`config.mk`:
```
export PLATFORM = sky130hd
export DESIGN_NAME = alu_reg_datapath_flat
export DESIGN_NICKNAME = d
export VERILOG_FILES = /design/src/rtl/alu_reg_datapath_pkg.sv /design/src/rtl/alu_reg_datapath_if.sv /design/src/rtl/alu_reg_datapath_alu_core.sv /design/src/rtl/alu_reg_datapath.sv /design/src/flat_wrapper.sv
export SDC_FILE = /design/constraint.sdc
export NUM_CORES = 1
export LEC_CHECK = 0
export ABC_CLOCK_PERIOD_IN_PS = 2400
export CAP_MARGIN = 20
export CORE_MARGIN = 2
export CORE_UTILIZATION = 35
export DETAILED_ROUTE_END_ITERATION = 12
export PLACE_DENSITY = 0.58
export SYNTH_ARGS = -nofsm -noshare
export SYNTH_HDL_FRONTEND = slang
export SYNTH_SLANG_ARGS = --single-unit
export TNS_END_PERCENT = 1
```
`constraint.sdc`:
```
create_clock -name clk -period 2.4 [get_ports clk]
set_input_delay 0.48 -clock clk [delete_from_list [all_inputs] [get_ports clk]]
set_output_delay 0.48 -clock clk [all_outputs]
set_load 0.05 [all_outputs]
```
`src/rtl/alu_reg_datapath_pkg.sv`:
```
// Shared constants for the ALU/register datapath: opcodes, default sizes, address width.
// Optional opcodes 4-7 are enabled by ALU_EXT_OPS_EN in alu_core.
package alu_reg_pkg;
    localparam int DEF_WIDTH    = 8;
    localparam int DEF_NREGS    = 4;
    localparam int DEF_PC_WIDTH = 8;
    localparam int DEF_AW       = (DEF_NREGS > 1) ? $clog2(DEF_NREGS) : 1;

    localparam logic [2:0] OP_ADD  = 3'd0;
    localparam logic [2:0] OP_SUB  = 3'd1;
    localparam logic [2:0] OP_AND  = 3'd2;
    localparam logic [2:0] OP_OR   = 3'd3;
    localparam logic [2:0] OP_XOR  = 3'd4;
    localparam logic [2:0] OP_SHL  = 3'd5;
    localparam logic [2:0] OP_SHR  = 3'd6;
    localparam logic [2:0] OP_PASS = 3'd7;
endpackage

```
`src/rtl/alu_reg_datapath_if.sv`:
```
// Controller-to-datapath strobe/address bundle plus loader port and datapath results.
// master = controller/loader side, slave = datapath side.
interface alu_reg_datapath_if
    import alu_reg_pkg::*;
#(
    parameter int WIDTH    = DEF_WIDTH,
    parameter int NREGS    = DEF_NREGS,
    parameter int PC_WIDTH = DEF_PC_WIDTH
);
    localparam int AW = (NREGS > 1) ? $clog2(NREGS) : 1;

    logic                reg1_out, alu_a, reg2_out, alu_b, reg_dest;
    logic                pc_inc, done, alu_in_en, alu_out_en;
    logic [AW-1:0]       src1, src2, dest;
    logic [2:0]          opcode;
    logic                cfg_we;
    logic [AW-1:0]       cfg_addr;
    logic [WIDTH-1:0]    cfg_data;
    logic [WIDTH-1:0]    result_out;
    logic                zero_flag, carry_flag, result_valid;
    logic [PC_WIDTH-1:0] pc;
    logic                proto_err;

    modport master (
        output reg1_out, alu_a, reg2_out, alu_b, reg_dest, pc_inc, done, alu_in_en, alu_out_en,
        output src1, src2, dest, opcode, cfg_we, cfg_addr, cfg_data,
        input  result_out, zero_flag, carry_flag, result_valid, pc, proto_err
    );

    modport slave (
        input  reg1_out, alu_a, reg2_out, alu_b, reg_dest, pc_inc, done, alu_in_en, alu_out_en,
        input  src1, src2, dest, opcode, cfg_we, cfg_addr, cfg_data,
        output result_out, zero_flag, carry_flag, result_valid, pc, proto_err
    );
endinterface

```
`src/rtl/alu_reg_datapath_alu_core.sv`:
```
// Combinational ALU: WIDTH+1 result with carry/borrow in the top bit; zero latency, no backpressure.
// Opcodes 4-7 exist only with ALU_EXT_OPS_EN; otherwise they return 0 and raise illegal.
module alu_core
    import alu_reg_pkg::*;
#(
    parameter int WIDTH = DEF_WIDTH
) (
    input  logic [WIDTH-1:0] a,
    input  logic [WIDTH-1:0] b,
    input  logic [2:0]       opcode,
    output logic [WIDTH:0]   res,
    output logic             illegal
);
    always_comb begin
        res     = '0;
        illegal = 1'b0;
        case (opcode)
            OP_ADD:  res = {1'b0, a} + {1'b0, b};
            OP_SUB:  res = {1'b0, a} - {1'b0, b};
            OP_AND:  res = {1'b0, a & b};
            OP_OR:   res = {1'b0, a | b};
`ifdef ALU_EXT_OPS_EN
            OP_XOR:  res = {1'b0, a ^ b};
            OP_SHL:  res = {a, 1'b0};
            OP_SHR:  res = {a[0], 1'b0, a[WIDTH-1:1]};
            OP_PASS: res = {1'b0, a};
            default: res = '0;
`else
            default: illegal = 1'b1;
`endif
        endcase
    end
endmodule

```
`src/rtl/alu_reg_datapath.sv`:
```
// Strobe-driven register/ALU datapath; each strobe acts on the next clk edge, no backpressure.
// Register file, operand latches, PC and done/pc_inc edge detect; ALU_EXT_OPS_EN adds opcodes 4-7.
module alu_reg_datapath
    import alu_reg_pkg::*;
#(
    parameter int WIDTH    = DEF_WIDTH,
    parameter int NREGS    = DEF_NREGS,
    parameter int PC_WIDTH = DEF_PC_WIDTH
) (
    input  logic clk,
    input  logic reset,
    alu_reg_datapath_if.slave bus
);
    logic [WIDTH-1:0]    regs [NREGS];
    logic [WIDTH-1:0]    a_q, b_q, rd1, rd2;
    logic [WIDTH:0]      res_q, alu_res;
    logic                alu_illegal;
    logic [PC_WIDTH-1:0] pc_q;
    logic                pc_inc_q, done_q;
    logic [WIDTH-1:0]    result_q;
    logic                zero_q, carry_q, valid_q, err_q;

    logic any_strobe, lat_a, lat_b, wb_en, cfg_en, err_now;

    assign rd1 = regs[bus.src1];
    assign rd2 = regs[bus.src2];

    assign any_strobe = bus.reg1_out | bus.alu_a | bus.reg2_out | bus.alu_b | bus.reg_dest |
                        bus.pc_inc | bus.done | bus.alu_in_en | bus.alu_out_en;

    assign lat_a  = bus.reg1_out & bus.alu_a & ~bus.reg2_out;
    assign lat_b  = bus.reg2_out & bus.alu_b & ~bus.reg1_out;
    assign wb_en  = bus.alu_out_en & bus.reg_dest;
    assign cfg_en = bus.cfg_we & ~any_strobe;

    assign err_now = (bus.reg1_out & bus.reg2_out) |
                     (bus.alu_a & ~bus.reg1_out) |
                     (bus.alu_b & ~bus.reg2_out) |
                     (bus.reg_dest & ~bus.alu_out_en) |
                     (bus.cfg_we & any_strobe) |
                     (bus.alu_in_en & alu_illegal);

    alu_core #(.WIDTH(WIDTH)) u_alu (
        .a       (a_q),
        .b       (b_q),
        .opcode  (bus.opcode),
        .res     (alu_res),
        .illegal (alu_illegal)
    );

    // Reads are combinational from the pre-edge array, so a same-cycle write-back is not bypassed.
    always_ff @(posedge clk or negedge reset) begin
        if (!reset) begin
            for (int i = 0; i < NREGS; i++) regs[i] <= '0;
        end else if (wb_en) begin
            regs[bus.dest] <= res_q[WIDTH-1:0];
        end else if (cfg_en) begin
            regs[bus.cfg_addr] <= bus.cfg_data;
        end
    end

    always_ff @(posedge clk or negedge reset) begin
        if (!reset) begin
            a_q      <= '0;
            b_q      <= '0;
            res_q    <= '0;
            pc_q     <= '0;
            pc_inc_q <= 1'b0;
            done_q   <= 1'b0;
            result_q <= '0;
            zero_q   <= 1'b0;
            carry_q  <= 1'b0;
            valid_q  <= 1'b0;
            err_q    <= 1'b0;
        end else begin
            if (lat_a)         a_q   <= rd1;
            if (lat_b)         b_q   <= rd2;
            if (bus.alu_in_en) res_q <= alu_res;
            pc_inc_q <= bus.pc_inc;
            done_q   <= bus.done;
            if (bus.pc_inc && !pc_inc_q) pc_q <= pc_q + 1'b1;
            valid_q  <= bus.done & ~done_q;
            if (bus.done && !done_q) begin
                result_q <= res_q[WIDTH-1:0];
                zero_q   <= (res_q[WIDTH-1:0] == '0);
                carry_q  <= res_q[WIDTH];
            end
            err_q <= err_q | err_now;
        end
    end

    assign bus.result_out   = result_q;
    assign bus.zero_flag    = zero_q;
    assign bus.carry_flag   = carry_q;
    assign bus.result_valid = valid_q;
    assign bus.pc           = pc_q;
    assign bus.proto_err    = err_q;
endmodule

```
`src/flat_wrapper.sv`:
```
// flat-port wrapper written by rule: the top's interface ports become plain ports
module alu_reg_datapath_flat import alu_reg_pkg::*;
#(
    parameter int WIDTH    = DEF_WIDTH,
    parameter int NREGS    = DEF_NREGS,
    parameter int PC_WIDTH = DEF_PC_WIDTH
)
  (clk, reset, bus_reg1_out, bus_alu_a, bus_reg2_out, bus_alu_b, bus_reg_dest, bus_pc_inc, bus_done, bus_alu_in_en, bus_alu_out_en, bus_src1, bus_src2, bus_dest, bus_opcode, bus_cfg_we, bus_cfg_addr, bus_cfg_data, bus_result_out, bus_zero_flag, bus_carry_flag, bus_result_valid, bus_pc, bus_proto_err);
  alu_reg_datapath_if #(.WIDTH(WIDTH), .NREGS(NREGS), .PC_WIDTH(PC_WIDTH)) bus_i ();
  input  logic clk;
  input  logic reset;
  input wire logic [$bits(bus_i.reg1_out)-1:0] bus_reg1_out;
  input wire logic [$bits(bus_i.alu_a)-1:0] bus_alu_a;
  input wire logic [$bits(bus_i.reg2_out)-1:0] bus_reg2_out;
  input wire logic [$bits(bus_i.alu_b)-1:0] bus_alu_b;
  input wire logic [$bits(bus_i.reg_dest)-1:0] bus_reg_dest;
  input wire logic [$bits(bus_i.pc_inc)-1:0] bus_pc_inc;
  input wire logic [$bits(bus_i.done)-1:0] bus_done;
  input wire logic [$bits(bus_i.alu_in_en)-1:0] bus_alu_in_en;
  input wire logic [$bits(bus_i.alu_out_en)-1:0] bus_alu_out_en;
  input wire logic [$bits(bus_i.src1)-1:0] bus_src1;
  input wire logic [$bits(bus_i.src2)-1:0] bus_src2;
  input wire logic [$bits(bus_i.dest)-1:0] bus_dest;
  input wire logic [$bits(bus_i.opcode)-1:0] bus_opcode;
  input wire logic [$bits(bus_i.cfg_we)-1:0] bus_cfg_we;
  input wire logic [$bits(bus_i.cfg_addr)-1:0] bus_cfg_addr;
  input wire logic [$bits(bus_i.cfg_data)-1:0] bus_cfg_data;
  output wire logic [$bits(bus_i.result_out)-1:0] bus_result_out;
  output wire logic [$bits(bus_i.zero_flag)-1:0] bus_zero_flag;
  output wire logic [$bits(bus_i.carry_flag)-1:0] bus_carry_flag;
  output wire logic [$bits(bus_i.result_valid)-1:0] bus_result_valid;
  output wire logic [$bits(bus_i.pc)-1:0] bus_pc;
  output wire logic [$bits(bus_i.proto_err)-1:0] bus_proto_err;
  assign bus_i.reg1_out = bus_reg1_out;
  assign bus_i.alu_a = bus_alu_a;
  assign bus_i.reg2_out = bus_reg2_out;
  assign bus_i.alu_b = bus_alu_b;
  assign bus_i.reg_dest = bus_reg_dest;
  assign bus_i.pc_inc = bus_pc_inc;
  assign bus_i.done = bus_done;
  assign bus_i.alu_in_en = bus_alu_in_en;
  assign bus_i.alu_out_en = bus_alu_out_en;
  assign bus_i.src1 = bus_src1;
  assign bus_i.src2 = bus_src2;
  assign bus_i.dest = bus_dest;
  assign bus_i.opcode = bus_opcode;
  assign bus_i.cfg_we = bus_cfg_we;
  assign bus_i.cfg_addr = bus_cfg_addr;
  assign bus_i.cfg_data = bus_cfg_data;
  assign bus_result_out = bus_i.result_out;
  assign bus_zero_flag = bus_i.zero_flag;
  assign bus_carry_flag = bus_i.carry_flag;
  assign bus_result_valid = bus_i.result_valid;
  assign bus_pc = bus_i.pc;
  assign bus_proto_err = bus_i.proto_err;
  alu_reg_datapath #(.WIDTH(WIDTH), .NREGS(NREGS), .PC_WIDTH(PC_WIDTH)) u_core (.clk(clk), .reset(reset), .bus(bus_i));
endmodule
```
==> metrics.md <==
| Metric | Value |
|---|---|
| Area post-placement | 5550 sq um |
| Worst slack, placed | -0.554 ns |
| Final setup fails | 0 |
| Port Buf Inserts | 50 |
| Die area | 13900 sq um |
| Design area | 5900 sq um |
| Mapped Cells | 411 |
| Total DRC errors in the routed layout | 0 |
| Num Clock Sinks | 79 |
| Crit share post-route | 95.6% |
| Final Critical Period | 2.29 ns |
| Max_cap viols | 0 |
| Mux cell area share after synthesis | 16.2% |
| Worst hold path type | input pin to asynchronous set/reset pin |
| Launch point of the worst path | bus_opcode[1] |
| Average size of a mapped cell | 11.0 sq um |
| First-pass GRT wire length | 18400 um |
| Vias per cell | 5.26 |
| Root Buffer | clkbuf_16 |
| Core area | 12600 sq um |
| Clk_skew | 0.00619 ns |
| Antenna-violating nets left | 0 |
| Skew-Pair Late Insertion Delay | 0.34 ns |
| Post-CTS Hold Fix Bufs | 0 |
| Met1 Usage GRT | 22.6% |
| Synthesized area | 4540 sq um |
| TNS Setup | 0 ns |
| Crit path kind | input pin to flip-flop |
| R2r startpoint | u_core.b_q[1]$_DFFE_PN0P_ |
| Slowest-stage cell, CP | fa_2 |
| Starting Density | 35.9% |
| CTS Buf Count | 9 |
| Post-Synth XOR/XNOR Area | 3.28% |
| Post-layout net count | 545 |
| GRT met3 Usage | 4.02% |
| Layout cell share with drive strength beyond 1 | 26.7% |
| Drt pass-1 iters | 4 |
| Startpoint Class | input pin |
| Row Count | 41 |
| Fmax | 436 MHz |
| Met2 Usage GRT | 26.1% |
| Worst setup EP type | flip-flop |
| Synth unique cells | 56 |
| Post-synth top flop | dfrtp_1 |
| Drt wl/cell | 16.4 um |
| Tightest Pin Transition | 0.527 ns |
| Post-synth EDFFs | 0 |
| Gr ovfl total | 0 |
| Final setup margin | 0.106 ns |
| Syn Nets | 455 |
| Synth area leader | dfrtp_1 |
| Syn-to-layout area delta | 30.2% |
| Dpl hpwl | 8710 um |
| Slew Limit Fails | 0 |
| RePlAce Congestion | 0.920 |
| Antenna violations before repair | 0 |
| Biggest cell delay along the critical path | 0.38 ns |
| Synth Register Bits | 79 |
| Total track usage | 16.7% |
| Drt initial violations | 212 |
| Worst-path clk slew | 0.06 ns |
| Static Leakage | 2.53 nW |
| Adder-cell share of the synthesized area | 4.86% |
| Die Y | 118 um |
| Post-CTS setup buffers | 0 |
| Worst Path Max Fanout | 3 |
| Worst VDD drop | 370 uV |
| Total number of vias | 3564 |
| Async S/R FF share, synth | 100% |
| Slew margin rel. | 64.9% |
| Pin count of the biggest net entering global routing | 37 |
| Worst EP arrival | 2.52 ns |
| H-tree depth | 3 |
| Final core occ | 46.8% |
| Leading cell type in the layout, fill and taps excluded | dfrtp_1 |
| Grt peak-use layer | met2 |
| Vias in the first global route | 3551 |
| Largest family of logic cells by synthesized area | multiplexers |
| Final wirelength | 11100 um |
| Largest cells by area after synthesis | dfrtp_1, mux4_2, mux2_2 |
| PwrDens | 1220 nW/um^2 |
| Die width | 118 um |
| CTS tree | done |
| Simple-gate share of the synthesized area | 13.7% |
| Area share of the largest cell type after synthesis | 43.6% |
| Syn. warnings | 0 |
| Worst path cell trace | dlygate4sd2_1 > nor2_4 > nand2_2 > mux2i_4 > fa_2 > a211oi_2 > o21ai_2 > o31ai_2 > xor2_1 > a31o_2 |
| Compound-Gate Fraction of Synth Area | 14.5% |
| Final Hold Viols | 0 |
| Outcome | finished, final reports clean |
| Worst Path Required | 2.62 ns |
| Commonest cells after routing, fill and taps aside | dfrtp_1, buf_4, clkdlybuf4s50_1 |
| Bufs on Longest Clock Path | 2 |
| Num ports | 51 |
| Hold slack | 0.0690 ns |
| Sequential share of the synthesized area | 43.6% |
| Antenna cell count | 0 |
## synth_stat cells, types with 2 or more instances
master / count
dfrtp_1: 79
nor3_1: 9
o31ai_1: 2
buf_2: 5
a32oi_1: 4
buf_6: 5
a22oi_1: 8
mux2i_1: 6
buf_1: 3
nor4_1: 5
a31oi_1: 2
nand2b_1: 4
nor2_1: 40
maj3_1: 5
a21oi_1: 20
o21ai_0: 14
a21o_1: 2
ha_1: 12
nand2_1: 25
mux2_2: 28
inv_1: 11
xor2_1: 7
o2bb2ai_1: 2
nand3_1: 18
xnor2_1: 10
a221o_1: 21
clkbuf_1: 8
nor2b_1: 7
o21ba_1: 2
mux4_2: 16
and2_1: 3
nand4_1: 2
or3_1: 2
and3_1: 2
## stage by stage
stage / total power (W) / cells
after floorplan: 0.00439 / 411
after global placement: 0.00558 / 662
after detailed placement: 0.00564 / 662
after CTS: 0.00716 / 678
after global routing: 0.00768 / 678
final: 0.00721 / 678
## worst max-delay path, delay by kind of cell
kind            cells  cell delay (ns)
buf+inv             1             0.27
compound gates      4             0.82
simple gates        2             0.25
xor+xnor            1             0.10
fa+ha+maj           1             0.38
mux                 1             0.21
## path summary, 6_finish.rpt
kind	endpoint	slack (ns)	cells after the start
max	u_core.res_q[8]$_DFFE_PN0P_	0.11	10
min	u_core.bus.result_valid$_DFF_PN0_	0.07	1
max reg2reg	u_core.res_q[8]$_DFFE_PN0P_	0.11	9
min reg2reg	u_core.bus.pc[7]$_DFFE_PN0P_	0.48	1
max in group asynchronous	u_core.regs[17]$_DFFE_PN0P_	1.77	2
min in group clk	u_core.bus.pc[7]$_DFFE_PN0P_	0.48	1
## registers in the layout, summed over array words and instances, names as in the netlist
signal,count
u_core.regs,32
u_core.bus.zero_flag,1
u_core.bus.carry_flag,1
u_core.res_q,9
u_core.bus.result_out,8
u_core.done_q,1
u_core.bus.result_valid,1
u_core.a_q,8
u_core.bus.proto_err,1
u_core.b_q,8
u_core.pc_inc_q,1
u_core.bus.pc,8
## metal layers
| metal | part of all wire (%) | routed length, um |
|---|---|---|
| met5 | 0 | 0 |
| met2 | 47 | 5230 |
| met1 | 47 | 5200 |
| met3 | 4.8 | 538 |
| met4 | 1.6 | 183 |
## power by group
part / internal [W] / switching [W] / total (W)
clock network: 0.000913 / 0.000542 / 0.00146
logic: 0.00179 / 0.00168 / 0.00347
registers: 0.00178 / 0.000505 / 0.00229
total: 0.00448 / 0.00273 / 0.00721
## cells by family (layout without fill, tap and decap cells)
logic type,Yosys count,in the layout
AND/OR/NAND/NOR,125,125
AO/OA/AOI/OAI,88,88
flip-flops,79,79
multiplexers,50,50
buffers and inverters,34,129
adder cells (fa/ha/maj),18,18
XOR/XNOR,17,17
## what timing repair did
action | 4_1_cts | 5_1_grt
gates resized for setup | 6 | 9
endpoints found under the setup margin | 6 | 5
pin swaps | 1 | 4
## cell type report
type | instances | area [sq um]
flip-flops and latches | 79 | 1980
repair buffers | 102 | 910
clock buffers | 11 | 233
well taps | 172 | 215
inverters | 11 | 41.3
multi-input cells | 298 | 2450
clock inverters | 5 | 82.6
fillers | 1205 | 6720
(Power assumes the default switching activity.)
